File: src/rtl/cabin_cmd_pkg.sv
// cabin_cmd_pkg: shared channel state type, default timing constants and width helper.
package cabin_cmd_pkg;
  typedef enum logic [1:0] {ST_IDLE, ST_HIGH, ST_GAP} chan_state_e;
  localparam int DEF_HIGH_CYCLES = 4;
  localparam int DEF_LOW_CYCLES  = 4;
  localparam int DEF_MAX_PENDING = 3;
  function automatic int bits_for(input int max_val);
    return (max_val < 2) ? 1 : $clog2(max_val + 1);
  endfunction
endpackage

File: src/rtl/cmd_channel_fsm.sv
// cmd_channel_fsm: one command channel; queues requests and emits spaced pulses.
module cmd_channel_fsm
  import cabin_cmd_pkg::*;
#(
  parameter int HIGH_CYCLES = DEF_HIGH_CYCLES,
  parameter int LOW_CYCLES  = DEF_LOW_CYCLES,
  parameter int MAX_PENDING = DEF_MAX_PENDING
) (
  input  logic clk,
  input  logic reset,
  input  logic req_i,
  input  logic inhibit_i,
  input  logic clear_overflow_i,
  output logic cmd_o,
  output logic busy_o,
  output logic overflow_o
);
  localparam int TW = bits_for((HIGH_CYCLES > LOW_CYCLES ? HIGH_CYCLES : LOW_CYCLES) - 1);
  localparam int PW = bits_for(MAX_PENDING);
  chan_state_e   state_q;
  logic [TW-1:0] timer_q;
  logic [PW-1:0] pending_q, pending_d;
  logic          cmd_q, overflow_q, overflow_d;
  logic          launch, inc, drop;
  // Launch looks only at registered pending, so a fresh request always waits one cycle in the queue.
  always_comb begin
    launch = (state_q == ST_IDLE) && (pending_q != '0) && !inhibit_i;
    inc = req_i && ((pending_q < PW'(MAX_PENDING)) || launch);
    drop = req_i && !inc;
    pending_d = pending_q + PW'(inc) - PW'(launch);
    overflow_d = (overflow_q && !clear_overflow_i) || drop;
  end
  always_ff @(posedge clk) begin
    if (reset) begin
      state_q <= ST_IDLE;
      timer_q <= '0;
      pending_q <= '0;
      cmd_q <= 1'b0;
      overflow_q <= 1'b0;
    end else begin
      pending_q <= pending_d;
      overflow_q <= overflow_d;
      case (state_q)
        ST_IDLE: if (launch) begin
          state_q <= ST_HIGH;
          timer_q <= TW'(HIGH_CYCLES - 1);
          cmd_q <= 1'b1;
        end
        ST_HIGH: if (timer_q == '0) begin
          state_q <= ST_GAP;
          timer_q <= TW'(LOW_CYCLES - 1);
          cmd_q <= 1'b0;
        end else timer_q <= timer_q - TW'(1);
        ST_GAP: if (timer_q == '0) state_q <= ST_IDLE;
        else timer_q <= timer_q - TW'(1);
        default: begin
          state_q <= ST_IDLE;
          cmd_q <= 1'b0;
        end
      endcase
    end
  end
  assign cmd_o = cmd_q;
  assign busy_o = (state_q != ST_IDLE) || (pending_q != '0);
  assign overflow_o = overflow_q;
endmodule

File: src/rtl/command_emitter.sv
// command_emitter: two independent cabin command channels (seatbelt, lighting).
module command_emitter
  import cabin_cmd_pkg::*;
#(
  parameter int HIGH_CYCLES = DEF_HIGH_CYCLES,
  parameter int LOW_CYCLES  = DEF_LOW_CYCLES,
  parameter int MAX_PENDING = DEF_MAX_PENDING
) (
  input  logic clk,
  input  logic reset,
  input  logic seatbelt_req,
  input  logic lighting_req,
  input  logic inhibit,
  input  logic clear_overflow,
  output logic seatbelt_cmd,
  output logic lighting_cmd,
  output logic seatbelt_busy,
  output logic lighting_busy,
  output logic seatbelt_overflow,
  output logic lighting_overflow
);
  cmd_channel_fsm #(.HIGH_CYCLES(HIGH_CYCLES), .LOW_CYCLES(LOW_CYCLES), .MAX_PENDING(MAX_PENDING)) u_seatbelt (
    .clk(clk), .reset(reset), .req_i(seatbelt_req), .inhibit_i(inhibit),
    .clear_overflow_i(clear_overflow), .cmd_o(seatbelt_cmd), .busy_o(seatbelt_busy),
    .overflow_o(seatbelt_overflow)
  );
  cmd_channel_fsm #(.HIGH_CYCLES(HIGH_CYCLES), .LOW_CYCLES(LOW_CYCLES), .MAX_PENDING(MAX_PENDING)) u_lighting (
    .clk(clk), .reset(reset), .req_i(lighting_req), .inhibit_i(inhibit),
    .clear_overflow_i(clear_overflow), .cmd_o(lighting_cmd), .busy_o(lighting_busy),
    .overflow_o(lighting_overflow)
  );
endmodule

File: config.mk
export PLATFORM = sky130hd
export DESIGN_NAME = command_emitter
export DESIGN_NICKNAME = d
export VERILOG_FILES = /design/src/rtl/cabin_cmd_pkg.sv /design/src/rtl/cmd_channel_fsm.sv /design/src/rtl/command_emitter.sv
export SDC_FILE = /design/constraint.sdc
export NUM_CORES = 1
export LEC_CHECK = 0
export ABC_AREA = 0
export CORE_MARGIN = 1
export CORE_UTILIZATION = 35
export CTS_CLUSTER_SIZE = 30
export DETAILED_ROUTE_END_ITERATION = 16
export PLACE_DENSITY = 0.54
export SYNTH_ARGS = -nofsm -noshare
export SYNTH_HDL_FRONTEND = slang
export SYNTH_SLANG_ARGS = --single-unit
File: constraint.sdc
create_clock -name clk -period 5.9 [get_ports clk]
set_input_delay 1.475 -clock clk [delete_from_list [all_inputs] [get_ports clk]]
set_output_delay 1.475 -clock clk [all_outputs]
set_load 0.1 [all_outputs]
==> reports/results.ini <==
[layout]
drive_gt1_share_pct = 10.3
num_antenna_cells = 0
layout.nets = 169
fin_cells = 190
syn_to_final_growth_pct = 16.4
final_util_pct = 43.1

[setup_path]
cp.arrival_ns = 2.71
critPathKind = flop to output pin
r2r-start = u_seatbelt.state_q[1]$_SDFFE_PP0P_
reg2regPathDepth = 10
cp.required_ns = 4.43
worst_setup_path_end_kind = output pin
r2r_setup_slack_ns = 3.79
worstPathMaxFanout = 6
startpoint_type = flop
reg2reg_to = u_seatbelt.pending_q[1]$_SDFF_PP0_

[clock_tree]
cts_resized = 0
cts_tree = done
cts_num_sinks = 16
cts_buffers = 3
clkTransAtPathRegs_ns = 0.11
clk_latency_ns = 0.29
cts_setup_buffers = 0
clk_path_buf_depth = 2
h-tree-depth = 1
cts_root_buf = clkbuf_4
postCtsHoldBufs = 0

[floorplanning]
rows = 20
fp.dieW_microns = 59.1
fp.dieH_microns = 59.1
start_util_pct = 37.0
die_area_sq_um = 3490
core_sq_um = 3080
io_pins = 12

[timing]
timing.final.max_slew_violations = 0
setup_viol = 0
worstMarginPinSlew_ns = 0.961
slew_headroom_pct = 35.7
fin_crit_ns = 4.18
skew_ns = 0.00176
setup_tns_ns = 0
fmax_ghz = 0.239
rsz0062_at_grt = false
hold_viol = 0
finalCritPeriodShare_pct = 70.9

[status]
status = completed

[route]
totalWireLength_microns = 2210
drt-vias-per-instance = 4.98
avgRoutedWirePerCell_microns = 11.6
drc = 0
dr.pass1.iters = 4
drt_first_iter_violations = 94
vias = 947
detail-route-antenna-nets = 0

[job]
maxCapViolations = 0

[global_routing]
grt_start_max_net_pins = 15
antenna_found_initial = 0
track_usage_pct = 14.9
grt_pass1_wl_microns = 3990
grt.overflow.total = 0
grt_pass1_vias = 947

[yosys]
syn_nets = 155
synthCells = 133
synth_cell_type_count = 35
synth_seq_cells = 16
synth_area_per_cell_sq_um = 8.57
synth_area_sq_um = 1140
ys_seq_area_share_pct = 28.1
yosys_warnings = 0

[min_path]
min_to = u_lighting.overflow_o$_SDFF_PP0_
holdCritStartpoint = u_lighting.overflow_o$_SDFF_PP0_
hold_path.class = flop to flop
hold_path_depth = 2

[placement]
place_hpwl_microns = 1640
dp.cells = 186
gp_congestion = 0.796
io_buffers = 11

cells in the final DEF (no fill, tap or decap):
cell	netlist	routed
a2111oi_2	1	1
a211oi_1	1	1
a21o_1	3	3
a21oi_1	8	8
a221oi_2	1	1
a222oi_1	2	2
a2bb2oi_1	2	2
a311oi_1	1	1
a31oi_1	4	4
and2_1	1	1
and2_2	1	1
and3_1	1	1
clkbuf_4	0	3
clkbuf_8	0	1
clkdlybuf4s50_1	0	11
dfxtp_1	16	16
ha_1	16	16
inv_1	20	20
mux2_2	2	2
mux2i_1	2	2
nand2_1	6	6
nand2b_1	5	5
nand3_1	1	1
nand4_1	2	2
nor2_1	10	10
nor2b_1	4	4
nor3_1	3	3
o21ai_0	3	3
o21ai_2	1	1
o21ba_2	2	2
o21bai_1	4	4
o21bai_2	2	2
o31a_1	2	2
o31ai_1	1	1
or3_2	1	1
xor2_1	2	2
state kept, by name, summed over array words and instances (netlist names):
| signal | flops |
|---|---|
| u_seatbelt.timer_q | 2 |
| u_lighting.cmd_o | 1 |
| u_lighting.state_q | 2 |
| u_seatbelt.pending_q | 2 |
| u_seatbelt.state_q | 2 |
| u_seatbelt.cmd_o | 1 |
| u_lighting.timer_q | 2 |
| u_lighting.pending_q | 2 |
| u_lighting.overflow_o | 1 |
| u_seatbelt.overflow_o | 1 |
worst max-delay path, stage by stage (launching register included):
cell and delay (ns):
dfxtp_1 0.35, inv_1 0.14, ha_1 0.31, inv_1 0.16
or3_2 0.49, clkdlybuf4s50_1 0.97
worst max-delay path by stage:
stage,from,endpoint,slack [ns],cells past startpoint
after global routing,u_seatbelt.state_q[1]$_SDFFE_PP0P_,seatbelt_busy,1.58,5
final,u_seatbelt.state_q[1]$_SDFFE_PP0P_,seatbelt_busy,1.72,5
after detailed placement,u_seatbelt.state_q[1]$_SDFFE_PP0P_,seatbelt_busy,2.06,5
after CTS,u_seatbelt.state_q[1]$_SDFFE_PP0P_,seatbelt_busy,1.72,5
after floorplan,u_seatbelt.state_q[1]$_SDFFE_PP0P_,seatbelt_busy,2.87,4
after global placement,u_seatbelt.state_q[1]$_SDFFE_PP0P_,seatbelt_busy,2.11,5
per-layer routing:
| layer | share of wire, % | vias to the layer above | track usage [%] |
|---|---|---|---|
| met1 | 49 | 438 | 17.9 |
| met5 | 0 | - | 0 |
| met4 | 0.86 | 0 | 6.12 |
| met3 | 3.2 | 2 | 2.84 |
| met2 | 47 | 19 | 25.8 |
| li1 | - | 488 | - |
cell families (layout without fill, tap and decap cells):
kind of cell	after synthesis	count (layout)	synth area share, %
xor+xnor	2	2	1.54
simple gates	35	35	15.5
mux	4	4	3.73
buf+inv	22	35	7.90
compound gates	38	38	25.7
fa+ha+maj	16	16	17.6
flops	16	16	28.1
synth_stat cells:
| cell | instances | area, sq um |
|---|---|---|
| inv_1 | 20 | 75.1 |
| dfxtp_1 | 16 | 320 |
| ha_1 | 16 | 200 |
| nor2_1 | 10 | 37.5 |
| a21oi_1 | 8 | 40.0 |
| nand2_1 | 6 | 22.5 |
| nand2b_1 | 5 | 31.3 |
| a31oi_1 | 4 | 25.0 |
| nor2b_1 | 4 | 25.0 |
| o21bai_1 | 4 | 30.0 |
| a21o_1 | 3 | 22.5 |
| nor3_1 | 3 | 15.0 |
| o21ai_0 | 3 | 15.0 |
| a222oi_1 | 2 | 20.0 |
| a2bb2oi_1 | 2 | 17.5 |
| mux2_2 | 2 | 22.5 |
| mux2i_1 | 2 | 20.0 |
| nand4_1 | 2 | 12.5 |
| o21ba_2 | 2 | 20.0 |
| o21bai_2 | 2 | 22.5 |
| o31a_1 | 2 | 17.5 |
| xor2_1 | 2 | 17.5 |
| a2111oi_2 | 1 | 15.0 |
| a211oi_1 | 1 | 7.51 |
| a221oi_2 | 1 | 15.0 |
| a311oi_1 | 1 | 8.76 |
| and2_1 | 1 | 6.26 |
| and2_2 | 1 | 7.51 |
| and3_1 | 1 | 6.26 |
| buf_6 | 1 | 11.3 |
| clkbuf_1 | 1 | 3.75 |
| nand3_1 | 1 | 5.00 |
| o21ai_2 | 1 | 8.76 |
| o31ai_1 | 1 | 7.51 |
| or3_2 | 1 | 7.51 |
per-stage QoR:
step           setup WS (ns)  instance area, sq um  hold slack [ns]
6_report                1.72                  1330            0.478
5_1_grt                 1.58                  1330            0.515
4_1_cts                 1.72                  1330            0.480
3_5_place_dp            2.06                  1290            0.464
3_3_place_gp            2.11                  1290            0.461
2_1_floorplan           2.87                  1140            0.469
area by class of cell:
cell class                      count  area [sq um]
Timing Repair Buffer               11           110
Fill cell                         323          1750
Tap cell                           44          55.1
Inverter                           20          75.1
Sequential cell                    16           320
Multi-Input combinational cell     95           729
Clock buffer                        4          36.3
Power is left out: the tool's default activity adds up to more than one toggle a clock period on the data nets, which glitch-free logic cannot reach.
